--- config.mk ---
export PLATFORM = sky130hd
export DESIGN_NAME = hub_mult_out_buffer
export DESIGN_NICKNAME = d
export VERILOG_FILES = /design/src/rtl/hub_mult_out_buffer.sv
export SDC_FILE = /design/constraint.sdc
export NUM_CORES = 1
export LEC_CHECK = 0
export ABC_AREA = 0
export CAP_MARGIN = 20
export CELL_PAD_IN_SITES_DETAIL_PLACEMENT = 2
export CELL_PAD_IN_SITES_GLOBAL_PLACEMENT = 2
export CORE_ASPECT_RATIO = 0.8
export CORE_MARGIN = 2
export CORE_UTILIZATION = 31
export CTS_CLUSTER_DIAMETER = 40
export DETAILED_ROUTE_END_ITERATION = 12
export PLACE_DENSITY = 0.78
export REMOVE_ABC_BUFFERS = 1
export SETUP_SLACK_MARGIN = 0.05
export SLEW_MARGIN = 25
export SYNTH_ARGS = -nofsm -noshare
export SYNTH_HDL_FRONTEND = slang
export SYNTH_SLANG_ARGS = --single-unit
--- constraint.sdc ---
create_clock -name clk_i -period 2.25 [get_ports clk_i]
set_input_delay 0.225 -clock clk_i [delete_from_list [all_inputs] [get_ports clk_i]]
set_output_delay 0.225 -clock clk_i [all_outputs]
set_load 0.005 [all_outputs]
--- src/rtl/hub_mult_out_buffer.sv ---
// Circular output buffer for HUB multiplier results, with sticky flag accumulation on retire.
// Latency: 1 cycle minimum from push to head (no bypass).
// Backpressure: in_ready_o drops only when full, from registered occupancy; a same-cycle pop does not free a slot.
module hub_mult_out_buffer #(
    parameter int WIDTH = 16,
    parameter int DEPTH = 2
) (
    input  logic                       clk_i,
    input  logic                       rst_i,
    input  logic                       flush_i,
    input  logic                       in_valid_i,
    output logic                       in_ready_o,
    input  logic [WIDTH-1:0]           result_i,
    input  logic [4:0]                 status_i,
    output logic                       out_valid_o,
    input  logic                       out_ready_i,
    output logic [WIDTH-1:0]           result_o,
    output logic [4:0]                 status_o,
    output logic [4:0]                 fflags_o,
    input  logic                       fflags_clr_i,
    output logic [$clog2(DEPTH+1)-1:0] count_o
);
    localparam int CW = $clog2(DEPTH + 1);
    localparam int PW = $clog2(DEPTH);

    typedef struct packed {
        logic [WIDTH-1:0] result;
        logic [4:0]       status;   // {NV,DZ,OF,UF,NX}
    } entry_t;

    entry_t          mem [DEPTH];
    entry_t          head;
    logic [PW-1:0]   rd_ptr;
    logic [PW-1:0]   wr_ptr;
    logic [CW-1:0]   count;
    logic [4:0]      fflags;
    logic            push;
    logic            pop;

    function automatic logic [PW-1:0] ptr_next(input logic [PW-1:0] p);
        return (p == PW'(DEPTH - 1)) ? '0 : p + 1'b1;
    endfunction

    assign in_ready_o  = (count != CW'(DEPTH));
    assign out_valid_o = (count != '0);
    assign push        = in_valid_i && in_ready_o && !flush_i;
    assign pop         = out_valid_o && out_ready_i && !flush_i;

    assign head        = mem[rd_ptr];
    assign result_o    = out_valid_o ? head.result : '0;
    assign status_o    = out_valid_o ? head.status : '0;
    assign fflags_o    = fflags;
    assign count_o     = count;

    // Storage is left unreset; outputs are masked whenever the buffer is empty.
    always_ff @(posedge clk_i) begin
        if (push) begin
            mem[wr_ptr] <= '{result: result_i, status: status_i};
        end
    end

    always_ff @(posedge clk_i) begin
        if (rst_i) begin
            rd_ptr <= '0;
            wr_ptr <= '0;
            count  <= '0;
            fflags <= '0;
        end else begin
            if (flush_i) begin
                rd_ptr <= '0;
                wr_ptr <= '0;
                count  <= '0;
            end else begin
                if (push) wr_ptr <= ptr_next(wr_ptr);
                if (pop)  rd_ptr <= ptr_next(rd_ptr);
                if (push && !pop)      count <= count + 1'b1;
                else if (pop && !push) count <= count - 1'b1;
            end
            // Clear wins over accumulation, but the entry retiring this cycle still counts.
            if (fflags_clr_i)  fflags <= pop ? head.status : '0;
            else if (pop)      fflags <= fflags | head.status;
        end
    end
endmodule

==> flow_summary.toml, run 1 <==
[routing]
drc = 0
routed_wl_mm = 5.14
viasPerCell = 4.67
drtAntennaViolNets = 0
vias = 1339
drtIter0Drc = 44
wl_per_cell_um = 17.9
drt_pass1_iterations = 3

[power]
finalPower_w = 0.00189
p_clk_frac = 0.326
leakagePower_nw = 0.926
internal_power_w = 0.00150
power_frac_seq = 0.570
peakVddDrop_mv = 0.266
power.density_nw_per_um2 = 671
p_sw_frac = 0.206
combPwrFrac = 0.104
p_sw_w = 0.000389

[placement]
place_hpwl_mm = 3.83
placed_cells = 279
pre_cts_ws_ns = 0.171
globalplace.congestion = 0.758
port_buffers = 56

[die]
pin_count = 57
core-area_um2 = 6340
rows = 26
die_y_um = 76.0
dieArea_um2 = 7150
start_util = 0.317
die_x_um = 94.0

[cells_and_area]
drive_gt1_frac = 0.0837
nets = 230
diodes = 0
syn_to_final_growth_pct = 40.4
instances_no_fill = 287

[sta]
timing.hold.ws_ns = 0.505
grt_setup_unrepaired = "false"
finalSetupViolCount = 0
slew_viol_final = 0
max_freq_ghz = 0.499
hold_viol = 0
setup_slack_ns = 0.244
tns_ns = 0
worst_slew_pin_slew_ns = 0.302
slew_headroom = 0.793
fin_crit_sh = 0.891
fin_crit_ns = 2.01
final.setup_skew_ns = 0.00570

[synth]
yosys_warnings = 0
post_synth_main_area_contributors = "edfxtp_1, mux2i_1, dfxtp_1, nor2_1, o32a_1"
seq_area_frac_synth = 0.727
ys.flop_type = "edfxtp_1"
ys_async_sr_fraction = 0
synth-seq-cells = 52
synth_area_um2 = 2010
synth_area_per_cell_um2 = 14.7
synth_common_cells = "edfxtp_1, nor2_1, mux2i_1, dfxtp_1, inv_1"
synth_edf_count = 42
synth_top_area_cell = "edfxtp_1"
synth_cells = 137
netlist.area_leader.share = 0.628
synth.most_common_cell = "edfxtp_1"
yosysUniqueCellTypes = 22

[global_routing]
antenna_found_initial = 0
grt_pass1_wl_mm = 8.17
overflow = 0
grt_max_degree = 22
grt_use_total = 0.152
grt_pass1_vias = 1485

[critical_path]
end_kind = "output port"
worst_path_max_delay_cell = "dfxtp_1"
crit_fanout = 15
critPathKind = "register to output port"
crit_chain = "nor2_4, buf_12, nor2_1, clkdlybuf4s50_1"
cp.arrival_ns = 1.78
required_ns = 2.03
cpPeakStageDelay_ns = 0.52
worst_setup_path_start_kind = "register"

[clocking]
clk_pin_slew_ns = 0.09
cts_tree = "built"
cts.path.max_buffers = 2
clock_latency_ns = 0.30
cts_num_sinks = 52
cts_made_buffers = 5
cts_root_buf = "clkbuf_8"
cts-htree-levels = 2
cts_setup_buffers = 0

[min_path]
hold_class = "input pin to register"

[run]
maxCapViolations = 0

[run_status]
outcome = "finished, final reports clean"
cell type report:
type | instances | area (µm²)
clock buffer | 5 | 68.8
timing repair buffer | 62 | 618
fill | 628 | 3520
tap | 84 | 105
multi-input combinational | 73 | 499
sequential | 52 | 1460
inverter | 8 | 30.0
clock inverter | 3 | 37.5
cells by family after synthesis:
kind of cell	after synthesis	synth area share
xor gates and xnor gates	3	0.0131
muxes	21	0.105
buffers and inverters	12	0.0280
DFF	52	0.727
and+or+nand+nor	38	0.0803
AOI/OAI and AO/OA	10	0.0405
adders and majority gates	1	0.00623
registers in the layout, summed over array words and instances (netlist names), named ones only:
register and flops:
mem 42, rd_ptr 1, wr_ptr 1, count_o 2
fflags_o 5
worst paths after layout:
path                                   start          end  slack [ns]  cells after the start
worst max-delay path              count_o[0]  result_o[4]        0.24                      4
worst min-delay path            result_i[10]   mem[1][15]        0.50                      1
worst max register to register    count_o[0]   count_o[1]        0.35                      5
worst min register to register        rd_ptr       rd_ptr        0.53                      2
layout by cell type, fill, tap and decap left out, types with 2 or more instances in the layout:
| cell | count |
|---|---|
| a21oi_1 | 2 |
| buf_4 | 5 |
| clkbuf_8 | 5 |
| clkdlybuf4s50_1 | 56 |
| clkinv_1 | 2 |
| dfxtp_1 | 9 |
| edfxtp_1 | 42 |
| inv_1 | 8 |
| mux2i_1 | 21 |
| nor2_1 | 29 |
| o32a_1 | 5 |
| or2_2 | 2 |
| xor2_1 | 3 |
metal layers:
| metal | up-vias | track usage | wire length [µm] |
|---|---|---|---|
| met4 | 0 | 0.0304 | 38 |
| met3 | 7 | 0.0603 | 375 |
| li1 | 623 | - | - |
| met2 | 47 | 0.254 | 2530 |
| met1 | 662 | 0.187 | 2200 |
| met5 | - | 0 | 0 |
what timing repair did:
| item | in CTS | in global routing |
|---|---|---|
| resized for setup | 0 | 2 |
| endpoints found under the hold margin | 0 | 0 |
| hold buffers | 0 | 0 |
| endpoints found under the setup margin | 0 | 13 |
critical path: cells and delay by family, from the launching register on:
family                 cells  cell delay, ns
buffers and inverters      2            0.69
and+or+nand+nor            2            0.27
DFF                        1            0.52
through the flow:
step	area, µm²	util
floorplan	1980	-
global placement	2710	0.427
detailed placement	2710	0.427
CTS	2820	0.444
global route	2820	0.445
finish	2820	0.445
power by group through the flow:
stage	Combinational, W	Clock, W	Sequential (W)
2_1_floorplan	0.0000611	0	0.00110
3_3_place_gp	0.000187	0	0.00110
3_5_place_dp	0.000198	0	0.00110
4_1_cts	0.000200	0.000649	0.00108
5_1_grt	0.000213	0.000693	0.00108
6_report	0.000196	0.000618	0.00108
Power figures use the tool's default switching activity.
==> inputs of run 2 (changes only) <==
--- a/config.mk
+++ b/config.mk
@@ -14,7 +14,9 @@
 export CORE_UTILIZATION = 31
 export CTS_CLUSTER_DIAMETER = 40
 export DETAILED_ROUTE_END_ITERATION = 12
+export MAX_ROUTING_LAYER = met4
 export PLACE_DENSITY = 0.78
+export RECOVER_POWER = 50
 export REMOVE_ABC_BUFFERS = 1
 export SETUP_SLACK_MARGIN = 0.05
 export SLEW_MARGIN = 25
==> run 2 against run 1 <==
Against the previous run:
- non-clock buffer count is the same
- sequential cell count is the same
- critical endpoint unchanged
- sequential share of layout area is essentially flat
- cell count grew 0.70%
- highest routed layer unchanged
- critical path depth is the same
- largest power group unchanged
- fmax shrank 0.21%
- routed wire length shrank 0.49%
- power shrank 0.18%
- clock-buffer cell count is the same
- first-iteration DRC count shrank 16%
- utilization is essentially flat
==> flow_summary.toml, run 2 (synthesis gave the netlist of run 1 again) <==
[cells_and_area]
final_cell_area_um2 = 2820
largest-register = "mem"
nets = 230
instances_no_fill = 289
largest_reg_flops = 42
syn_to_final_growth_pct = 40.5
fill_cells = 630
final_cell_mix = "edfxtp_1, clkdlybuf4s50_1, nor2_1"
mostFrequentLayoutCell = "edfxtp_1"
drive_gt1_frac = 0.0788

[global_routing]
grt_pass1_wl_mm = 8.18
grt_use_total = 0.157
grt_pass1_vias = 1482
overflow = 0
antenna_found_initial = 2
grt_max_degree = 22

[critical_path]
required_ns = 2.03
worst_path_max_delay_cell = "clkdlybuf4s50_1"
cp.arrival_ns = 1.78
crit_fanout = 15
crit_chain = "nor2_4, buf_12, nor2_1, clkdlybuf4s50_1"
worst_setup_path_start_kind = "register"
end_kind = "output port"
critPathKind = "register to output port"
cpPeakStageDelay_ns = 0.52

[routing]
drtAntennaViolNets = 0
drtIter0Drc = 37
drc = 0
wl_per_cell_um = 17.7
vias = 1340
routed_wl_mm = 5.12
drt_pass1_iterations = 4
viasPerCell = 4.64

[min_path]
hold_class = "register to register"

[die]
die_y_um = 76.0
dieArea_um2 = 7150
die_x_um = 94.0
pin_count = 57
rows = 26
start_util = 0.317
core-area_um2 = 6340

[placement]
port_buffers = 56
placed_cell_area_um2 = 2710
placed_cells = 279
globalplace.congestion = 0.767
place_hpwl_mm = 3.83

[clocking]
cts_root_buf = "clkbuf_8"
cts_hold_buf = 0
cts_num_sinks = 52
cts.path.max_buffers = 2
cts_made_buffers = 5
cts_tree = "built"
clk_pin_slew_ns = 0.09
clock_latency_ns = 0.30
cts-htree-levels = 2

[sta]
max_freq_ghz = 0.498
tns_ns = 0
fin_crit_sh = 0.893
fin_crit_ns = 2.01
grt_setup_unrepaired = "false"
slew_headroom = 0.706
final.setup_skew_ns = 0.00715
finalSetupViolCount = 0
worst_slew_pin_slew_ns = 0.442
slew_viol_final = 0
hold_viol = 0

[run_status]
outcome = "finished, final reports clean"

[run]
maxCapViolations = 0

[power]
power.density_nw_per_um2 = 669
finalPower_w = 0.00189
leakagePower_nw = 0.946
peakVddDrop_mv = 0.266
==> run 2: layout make-up <==
class,instances,area [µm²],area share
Inverter,8,30.0,0.0106
Clock inverter,3,37.5,0.0133
Timing Repair Buffer,62,614,0.218
Antenna cell,2,5.00,0.00177
Multi-Input combinational cell,73,499,0.177
Tap cell,84,105,0.0372
Clock buffer,5,68.8,0.0244
Sequential cell,52,1460,0.518
==> run 2: worst paths after layout <==
| check | from | to | slack (ns) | cells after the start |
|---|---|---|---|---|
| worst max register to register | count_o[0] | count_o[1] | 0.36 | 5 |
| worst min-delay path | rd_ptr | rd_ptr | 0.53 | 2 |
| worst min register to register | rd_ptr | rd_ptr | 0.53 | 2 |
| worst max-delay path | count_o[0] | result_o[4] | 0.24 | 4 |
==> run 2: repair_timing <==
item | 4_1_cts | 5_1_grt
endpoints found under the hold margin | 0 | 0
resized for setup | 0 | 2
endpoints found under the setup margin | 0 | 13
buffers inserted | 0 | 0
==> run 2: worst max-delay path, delay by kind of cell (launching register included) <==
kind,cells,cell delay [ns]
buffers and inverters,2,0.69
DFF,1,0.51
and+or+nand+nor,2,0.28
==> run 2: report_power, final <==
group | internal, W | total [W] | switching, W
clock | 0.000324 | 0.000623 | 0.000299
combinational | 0.000104 | 0.000187 | 0.0000832
sequential | 0.00107 | 0.00108 | 0.0000124
==> run 2: layer usage <==
metal  global-route usage  vias to the layer above  share of wire
met5                    -                        -              0
met4               0.0304                        0         0.0080
met3               0.0574                        7          0.072
met2                0.254                       47           0.49
met1                0.191                      661           0.43
li1                     -                      625              -
==> run 2: metrics by stage <==
step,hold WS (ns),util,setup WS [ns]
final,0.527,0.445,0.240
after floorplan,0.297,-,0.575
after global routing,0.554,0.445,0.105
after global placement,0.504,0.427,0.282
after CTS,0.493,0.444,0.0885
after detailed placement,0.509,0.427,0.171
